## config.mk

```make
export PLATFORM = sky130hd
export DESIGN_NAME = pe_traffic_node
export DESIGN_NICKNAME = d
export VERILOG_FILES = /design/src/rtl/pe_traffic_node.sv
export SDC_FILE = /design/constraint.sdc
export NUM_CORES = 1
export LEC_CHECK = 0
export CAP_MARGIN = 40
export CORE_MARGIN = 2
export CORE_UTILIZATION = 59
export CTS_CLUSTER_DIAMETER = 150
export DETAILED_ROUTE_END_ITERATION = 10
export PLACE_DENSITY = 0.87
export SETUP_SLACK_MARGIN = 0.1
export SLEW_MARGIN = 40
export SYNTH_ARGS = -nofsm -noshare
export SYNTH_HDL_FRONTEND = slang
export SYNTH_SLANG_ARGS = --single-unit
```

## constraint.sdc

```tcl
create_clock -name clk -period 25.7 [get_ports clk]
set_clock_uncertainty 0.2 [all_clocks]
set_input_delay 5.14 -clock clk [delete_from_list [all_inputs] [get_ports clk]]
set_output_delay 5.14 -clock clk [all_outputs]
set_load 0.005 [all_outputs]
```

## src/rtl/pe_traffic_node.sv

```systemverilog
// pe_traffic_node: synthesizable traffic generator / sink for one torus NoC local port.
// Injects PktLimit packets at a programmable rate to pattern-selected destinations and
// sinks every arriving flit, keeping tx/rx counts, summed latency and maximum latency.
//
// Ports:
//   clk, rst        clock, asynchronous active-high reset
//   i_start         level; packet generation allowed while high
//   i_data          incoming flit, i_data[31:0] is the sender's timestamp
//   i_data_valid    incoming flit valid (always accepted)
//   o_data_ready    sink ready, constant 1
//   o_data          outgoing flit {1'b1, 1'b1, dest, 1'b0, timestamp[31:0]}
//   o_data_valid    outgoing flit valid
//   i_data_ready    switch accepts the outgoing flit
//   o_tx_count      packets accepted by the switch (saturating)
//   o_rx_count      packets received (saturating)
//   o_lat_sum       sum of receive latencies (saturating)
//   o_lat_max       maximum receive latency
//   o_tx_done       high once PktLimit packets are accepted
module pe_traffic_node #(
  parameter int unsigned Address      = 0,
  parameter int unsigned AddressWidth = 5,
  parameter int unsigned NumPE        = 32,
  parameter int unsigned PktLimit     = 20,
  parameter int unsigned Pattern      = 0,
  parameter int unsigned InjRate      = 256,
  parameter logic [15:0] Seed         = 16'hACE1,
  parameter int unsigned DataWidth    = AddressWidth + 35
) (
  input  logic                 clk,
  input  logic                 rst,
  input  logic                 i_start,
  input  logic [DataWidth-1:0] i_data,
  input  logic                 i_data_valid,
  output logic                 o_data_ready,
  output logic [DataWidth-1:0] o_data,
  output logic                 o_data_valid,
  input  logic                 i_data_ready,
  output logic [31:0]          o_tx_count,
  output logic [31:0]          o_rx_count,
  output logic [47:0]          o_lat_sum,
  output logic [31:0]          o_lat_max,
  output logic                 o_tx_done
);

  typedef enum logic [1:0] {StIdle, StGap, StSend, StDone} state_e;

  localparam logic [15:0] SeedMix  = Seed ^ 16'(Address);
  localparam logic [15:0] SeedInit = (SeedMix == 16'h0000) ? 16'h0001 : SeedMix;

  // Destination for every pattern except RANDOM depends only on Address, so it is a constant.
  function automatic int unsigned calc_static_dest();
    logic [AddressWidth-1:0] a;
    logic [AddressWidth-1:0] d;
    int unsigned             r;
    a = AddressWidth'(Address);
    d = a;
    r = 0;
    case (Pattern)
      1: d = ~a;
      2: for (int j = 0; j < int'(AddressWidth); j++) d[j] = a[int'(AddressWidth) - 1 - j];
      3: for (int j = 0; j < int'(AddressWidth); j++) d[j] = a[(j + 1) % int'(AddressWidth)];
      4: for (int j = 0; j < int'(AddressWidth); j++) begin
        d[j] = a[(j + int'(AddressWidth) / 2) % int'(AddressWidth)];
      end
      default: d = a;
    endcase
    if (Pattern == 5) begin
      r = (Address + (NumPE + 1) / 2) % NumPE;
    end else if (Pattern == 6) begin
      r = (Address + 1) % NumPE;
    end else begin
      r = 32'(d) % NumPE;
    end
    return r;
  endfunction

  localparam int unsigned StaticDest = calc_static_dest();

  state_e                 state_q, state_d;
  logic [31:0]            ts_q;
  logic [15:0]            lfsr_q, lfsr_step;
  logic [DataWidth-1:0]   data_q;
  logic [31:0]            tx_count_q, rx_count_q, lat_max_q;
  logic [47:0]            lat_sum_q;

  logic                   lfsr_adv, load_flit, tx_inc, rate_hit;
  int unsigned            rnd_dest;
  logic [AddressWidth-1:0] dest;
  logic [31:0]            latency;
  logic [48:0]            sum_wide;
  logic                   unused_data;

  // Galois LFSR, taps 0xB400.
  assign lfsr_step = lfsr_q[0] ? ((lfsr_q >> 1) ^ 16'hB400) : (lfsr_q >> 1);
  assign rate_hit  = 32'(lfsr_q[7:0]) < InjRate;

  always_comb begin
    rnd_dest = 32'(lfsr_q) % NumPE;
    if (rnd_dest == Address) rnd_dest = (rnd_dest + 1) % NumPE;
    dest = (Pattern == 0) ? AddressWidth'(rnd_dest) : AddressWidth'(StaticDest);
  end

  always_comb begin
    state_d   = state_q;
    lfsr_adv  = 1'b0;
    load_flit = 1'b0;
    tx_inc    = 1'b0;
    unique case (state_q)
      StIdle: begin
        if (i_start) state_d = (PktLimit > 0) ? StGap : StDone;
      end
      StGap: begin
        lfsr_adv = 1'b1;
        if (i_start && rate_hit) begin
          load_flit = 1'b1;
          state_d   = StSend;
        end
      end
      StSend: begin
        // Valid is held until accepted, independent of i_start.
        if (i_data_ready) begin
          tx_inc   = 1'b1;
          lfsr_adv = 1'b1;
          state_d  = ((33'(tx_count_q) + 33'd1) == 33'(PktLimit)) ? StDone : StGap;
        end
      end
      StDone: state_d = StDone;
      default: state_d = StIdle;
    endcase
  end

  // Latency arithmetic is modulo 2^32 so timestamp wrap is handled naturally.
  assign latency     = ts_q - i_data[31:0];
  assign sum_wide    = {1'b0, lat_sum_q} + 49'(latency);
  assign unused_data = ^i_data[DataWidth-1:32];

  always_ff @(posedge clk or posedge rst) begin
    if (rst) begin
      state_q    <= StIdle;
      ts_q       <= 32'd0;
      lfsr_q     <= SeedInit;
      data_q     <= '0;
      tx_count_q <= 32'd0;
      rx_count_q <= 32'd0;
      lat_sum_q  <= 48'd0;
      lat_max_q  <= 32'd0;
    end else begin
      state_q <= state_d;
      ts_q    <= ts_q + 32'd1;
      if (lfsr_adv) lfsr_q <= lfsr_step;
      if (load_flit) data_q <= DataWidth'({1'b1, 1'b1, dest, 1'b0, ts_q});
      if (tx_inc && (tx_count_q != '1)) tx_count_q <= tx_count_q + 32'd1;
      if (i_data_valid) begin
        if (rx_count_q != '1) rx_count_q <= rx_count_q + 32'd1;
        lat_sum_q <= sum_wide[48] ? '1 : sum_wide[47:0];
        if (latency > lat_max_q) lat_max_q <= latency;
      end
    end
  end

  assign o_data_ready = 1'b1;
  assign o_data       = data_q;
  assign o_data_valid = (state_q == StSend);
  assign o_tx_done    = (state_q == StDone);
  assign o_tx_count   = tx_count_q;
  assign o_rx_count   = rx_count_q;
  assign o_lat_sum    = lat_sum_q;
  assign o_lat_max    = lat_max_q;

endmodule

```

=== Word level (Yosys, flattened, before mapping) ===
Index checks and enable logic that the tools add are counted.

* Bits in registers: 232
* Bits of input ports: 45
* Output and inout port bits: 187
* Word-level logic and storage cells: 45

* Add/sub/neg operators: 7
* Magnitude comparators: 1
* Equal/unequal tests: 9
* Mux-type cells: 13
* Bitwise logic cells: 1
* Reduce and logical (&&, ||, !) cells: 6

{| class="wikitable"
|+ Operators by type and width
! operator !! count
|-
| $add 32x1->32 const B || 3
|-
| $ne 32x32->1 const B || 2
|-
| $add 48x32->49 || 1
|-
| $mux 48 || 1
|-
| $add 32x1->33 const B || 1
|-
| $eq 33x5->1 const B || 1
|-
| $gt 32x32->1 || 1
|-
| $logic_not 32->1 || 1
|-
| $sub 32x32->32 || 1
|-
| $mux 16 || 1
|-
| $mux 2 || 4
|-
| $pmux 2 s4 || 1
|-
| $add 5x1->5 const B || 1
|-
| $mux 5 || 1
|-
| $eq 2x2->1 const B || 2
|-
| $mux 1 || 4
|-
| $ne 2x2->1 const B || 2
|-
| $not 3->4 || 1
|-
| $reduce_and 2->1 || 2
|-
| $reduce_and 3->1 || 1
|-
| $eq 2x1->1 const B || 1
|-
| $logic_not 2->1 || 1
|-
| $ne 2x1->1 const B || 1
|-
| $pmux 1 s2 || 1
|-
| $logic_and 1x1->1 || 1
|}

=== Logic depth before layout (Yosys ltp) ===
* Depth after elaboration: 5
* Mapped depth: 24
* Mapped depth without buffers: 22

=== Least setup slack after synthesis ===
OpenSTA, ideal clock, no wires.

* Path type: input port to flip-flop
* Start point: in i_data[0]
* End point: reg lat_max_q[0] (netlist: o_lat_max[0])
* Setup time: 0.125 ns
* Arrival time: 9.306 ns
* Data required time: 25.375 ns
* Slack: 16.069 ns
* Stages on the path: 20
* Buffers on the path: 1
* Cell sequence: ha_1 -> inv_1 -> fa_1 -> a21oi_1 -> o311ai_0 -> a221oi_1 -> nor2b_1 -> a21oi_1 -> xnor2_1 -> ha_1 -> a21o_1 -> a221o_1 -> a21oi_1 -> nor3_1 -> a2111oi_0 -> o21ai_0 -> a221o_1 -> nand3_1 -> buf_4 -> mux2_2

* Longest elaborated chain between the ends: 3

{| class="wikitable"
|+ Ends and longest elaborated chain
! item !! RTL line !! source
|-
| start: declaration || 32 || <nowiki>input logic [DataWidth-1:0] i_data,</nowiki>
|-
| $sub 32x32->32 || 133 || <nowiki>assign latency = ts_q - i_data[31:0];</nowiki>
|-
| via latency[18] || 89 || <nowiki>logic [31:0] latency;</nowiki>
|-
| $gt 32x32->1 || 156 || <nowiki>if (latency > lat_max_q) lat_max_q <= latency;</nowiki>
|-
| $reduce_and 2->1 (no line) || n/a ||
|-
| end signal: assignment || 156 ||
|-
| end: declaration || 83 || <nowiki>logic [31:0] tx_count_q, rx_count_q, lat_max_q;</nowiki>
|}

The timed path passes the listed nets, and every way through them passes these cells.
A chain may end at the register's enable or synchronous reset.

=== Final worst setup path ===
* Start point: in i_data[0]
* End point: reg lat_sum_q[31] (netlist: o_lat_sum[31])

* Longest elaborated chain between the ends: 3

{| class="wikitable"
|+ Ends and longest elaborated chain
! item !! RTL line !! source
|-
| $sub 32x32->32 || 133 ||
|-
| via latency[16] || 89 ||
|-
| $add 48x32->49 || 134 || <nowiki>assign sum_wide = {1'b0, lat_sum_q} + 49'(latency);</nowiki>
|-
| $mux 48 || 155 || <nowiki>lat_sum_q <= sum_wide[48] ? '1 : sum_wide[47:0];</nowiki>
|-
| end signal: assignment || 155 ||
|-
| end: declaration || 84 || <nowiki>logic [47:0] lat_sum_q;</nowiki>
|}

The timed path passes the listed nets, and every way through them passes these cells.

==> summary.md <==
| Metric | Value |
|---|---|
| Pwr/cell area | 89.6 nW/um2 |
| Die height | 158 um |
| Post-synthesis cell area | 14000 um2 |
| Worst min path class | reg -> reg |
| Antenna Nets Post-Route | 0 |
| Global route total overflow | 0 |
| Port bufs | roughly 220 |
| Initial drt markers | 745 |
| GRT Total Usage | 28.7% |
| Syn avg cell area | 9.79 um2 |
| Post-Synthesis Cells | 1433 |
| Worst VDD drop | about 0.000070 V |
| Vias in the first global route | 11300 |
| Hold Crit Start | lfsr_q[15] |
| Largest net degree at the start of global routing | 111 |
| Via Count | around 12000 |
| Nets@finish | 1801 |
| First-pass GRT wire length | between 50000 and 60000 um |
| DP HPWL | 25900 um |
| Sink Count | 232 |
| Area growth syn-to-layout | 24.4% |
| Drt wl/cell | 18.1 um |
| Count of final max-slew check failures | 0 |
| Initial antenna violation count | 0 |
| Largest fanout on the critical path | 17 |
| Site Rows | 56 |
| Deepest clock path buffer count | 3 |
| Syn. warnings | 0 |
| Worst reg-to-reg path cell count | 21 |
| IO Count | 232 |
| Cell mode on critical path | a21oi_1 |
| Resized Gates After CTS | 0 |
| CP Cell Sequence | clkdlybuf4s50_1 > ha_1 > inv_1 > fa_1 > a21oi_1 > o311ai_0 > a221oi_1 > nor2b_1 > o21a_1 > o41ai_1 > xnor2_1 > ha_1 > a21oi_1 > o21ai_0 > a21oi_1 > o22a_1 > nand2_1 > o21ai_1 > nand2b_1 > nand2_2 > o22a_1 |
| Hold worst-path end | lfsr_q[15] |
| WL final | 36000 um |
| Syn nets | 1586 |
| Die Span X | 158 um |
| RSZ-0062 raised after global routing | false |
| Multi-input gate area | around 7700 um2 |
| Startpoint types | input port |
| Max H-tree Level | 1 |
| Drc violations | 0 |
| Critical Path RT | about 26 ns |
| RR Endpoint | o_lat_sum[31] |
| Placement Setup Slack | 14.55 ns |
| Hold Crit Depth | 2 |
| Asr flop ratio synth | 100% |
| Die area | 25000 um2 |
| Hold Fails Final Rpt | 0 |
| Initial Util | 59.9% |
| First-pass DRT Iterations | 5 |
| Crit path capture type | flop |
| Layout filler cell count | 1646 |
| Root buffer cell | clkbuf_16 |
| Post-synth top flop | dfrtp_1 |
| Core Area | 23400 um2 |
| Worst setup margin | 14.97 ns |
| Slowest stage delay, CP | 0.63 ns |
| Cts hold-fix bufs | 0 |
| Worst-path clk slew | 0.06 ns |
| Min Tclk post-route | 10.73 ns |
| CP arrival | about 11 ns |
| Fin crit share | 41.8% |
| Final setup viols | 0 |
| Via-to-Cell Ratio | 5.87 |
| Setup TNS | 0 ns |
| Outcome | finished clean |
| Worst R2R Start | ts_q[0] |
| Slew margin rel. | between 50 and 60% |
| Post-CTS setup buffer count | 0 |
| CTS tree | done |
| Slew of the pin with the lowest slew margin | roughly 0.71 ns |
| Crit Path Category | in -> reg |
| Netlist cell types | 69 |
| Leakage Power | 7.98 nW |
| Post-synth EDFFs | 0 |
| Reg-to-reg setup timing slack | 19.41 ns |
| Slowest CP cell | nand2b_1 |
| Sequential element share of the synthesized area | 41.5% |
| Worst-Skew Late Latency | 0.53 ns |
| Post-synthesis register bit count | 232 |
| Share of layout cells above drive strength 1 | 9.35% |
| Inserted Diodes | 0 |
| CTS Buf Count | 27 |
| Placer Congestion | 0.937 |
| Fmax | ~0.093 GHz |
| Sequential cell area | 5820 um2 |
| Max_cap viols | 0 |
layout make-up:
class,count,area share [%]
clock buffer,33,4.23
clock inverter,17,1.08
inverter,93,2.07
multi-input combinational,1068,44.1
sequential,232,33.3
tap,319,2.29
timing repair buffer,226,12.9
cells by family after synthesis:
| kind of cell | synth area share (%) |
|---|---|
| AOI/OAI and AO/OA | 13.0 |
| and+or+nand+nor | 15.4 |
| adders and majority gates | 9.74 |
| muxes | 6.40 |
| DFF | 41.5 |
| buffers and inverters | 3.81 |
| xor gates and xnor gates | 10.1 |
| other | 0.0535 |
cell usage in the layout, fill, tap and decap left out, types with 4 or more instances in the layout:
| cell type | instances |
|---|---|
| dfrtp_1 | 224 |
| clkdlybuf4s50_1 | 220 |
| xnor2_1 | 120 |
| nand2_1 | 109 |
| ha_1 | 106 |
| inv_1 | 92 |
| nor2_1 | 92 |
| a21oi_1 | 87 |
| mux2_2 | 77 |
| nand3_1 | 74 |
| o21ai_0 | 47 |
| xor2_1 | 42 |
| nand4_1 | 38 |
| a31oi_1 | 32 |
| a21o_1 | 31 |
| and3_1 | 31 |
| clkbuf_16 | 27 |
| nor3_1 | 17 |
| o22a_1 | 17 |
| nor2b_1 | 14 |
| and2_1 | 13 |
| o21bai_1 | 9 |
| and4_1 | 9 |
| dfstp_2 | 8 |
| o21a_1 | 7 |
| nand2b_1 | 6 |
| a211oi_1 | 6 |
| o31ai_1 | 5 |
| a41oi_1 | 5 |
| clkinvlp_4 | 5 |
| clkinv_2 | 5 |
| o22ai_1 | 4 |
| a21boi_0 | 4 |
| or4_1 | 4 |
| nor3b_1 | 4 |
| clkbuf_8 | 4 |
| buf_4 | 4 |
where the power goes:
group / leakage, nW / internal (mW) / switching (mW)
logic: 4.57 / 0.337 / 0.319
clock network: 0.443 / 0.236 / 0.159
registers: 2.97 / 0.437 / 0.0745
total: 7.98 / 1.01 / 0.553
cells in the mapped netlist (5+ instances only):
library cell	instances	area share [%]
and2_1	13	0.58
clkbuf_1	25	0.67
nor2b_1	14	0.62
nor3_1	19	0.68
a211oi_1	6	0.32
dfstp_2	8	1.5
xor2_1	42	2.6
nand4_1	38	1.7
a21o_1	31	1.7
inv_1	93	2.5
o31ai_1	5	0.27
o21a_1	7	0.37
o21bai_1	9	0.48
xnor2_1	120	7.5
ha_1	106	9.5
o21ai_0	47	1.7
nand2b_1	6	0.27
and3_1	31	1.4
nor2_1	92	2.5
nand2_1	110	2.9
buf_4	8	0.43
nand3_1	74	2.6
dfrtp_1	224	40
a31oi_1	32	1.4
mux2_2	77	6.2
a41oi_1	5	0.31
and4_1	9	0.56
a21oi_1	87	3.1
o22a_1	17	1.1
worst max-delay path by stage:
stage	start	end	slack, ns	cells after the start
finish	i_data[0]	o_lat_sum[31]	14.97	21
floorplan	rst	lfsr_q[12]	14.01	1
CTS	i_data[0]	o_lat_sum[31]	15.04	21
detailed placement	i_data[0]	o_lat_sum[30]	14.55	21
global route	i_data[0]	o_lat_sum[31]	14.50	21
global placement	i_data[0]	o_lat_sum[16]	14.62	21
state kept, by name, summed over array words and instances, names as in the netlist:
signal and flops:
o_lat_sum 48, ts_q 32, o_lat_max 32, o_tx_count 32, lfsr_q 16, state_q 2
o_rx_count 32, o_data 38
per-stage QoR:
step                hold slack (ns)  std cells  instance area, um2  power, mW  util, %
detailed placement            0.276       1938               16500       1.16     70.5
global placement              0.265       1938               16500       1.14     70.5
CTS                           0.292       1988               17400       1.57     74.5
floorplan                     0.246       1433               14000      0.904        -
finish                        0.286       1988               17400       1.56     74.5
global route                  0.308       1988               17400       1.66     74.5
layer usage:
layer | track usage [%] | vias to the layer above | wire [um]
li1 | - | 5531 | -
met1 | 35.3 | 5608 | 14500
met5 | 0 | - | 0
met3 | 7.28 | 95 | 2680
met2 | 49.5 | 432 | 17600
met4 | 9.48 | 0 | 1270
critical path, delay by kind of cell:
kind                     cells  cell delay, ns
XOR/XNOR                     1            0.20
buffers and inverters        2            0.52
adder cells (fa/ha/maj)      3            0.79
AND/OR/NAND/NOR              4            1.24
AO/OA/AOI/OAI               11            3.02
Power figures use the tool's default switching activity.
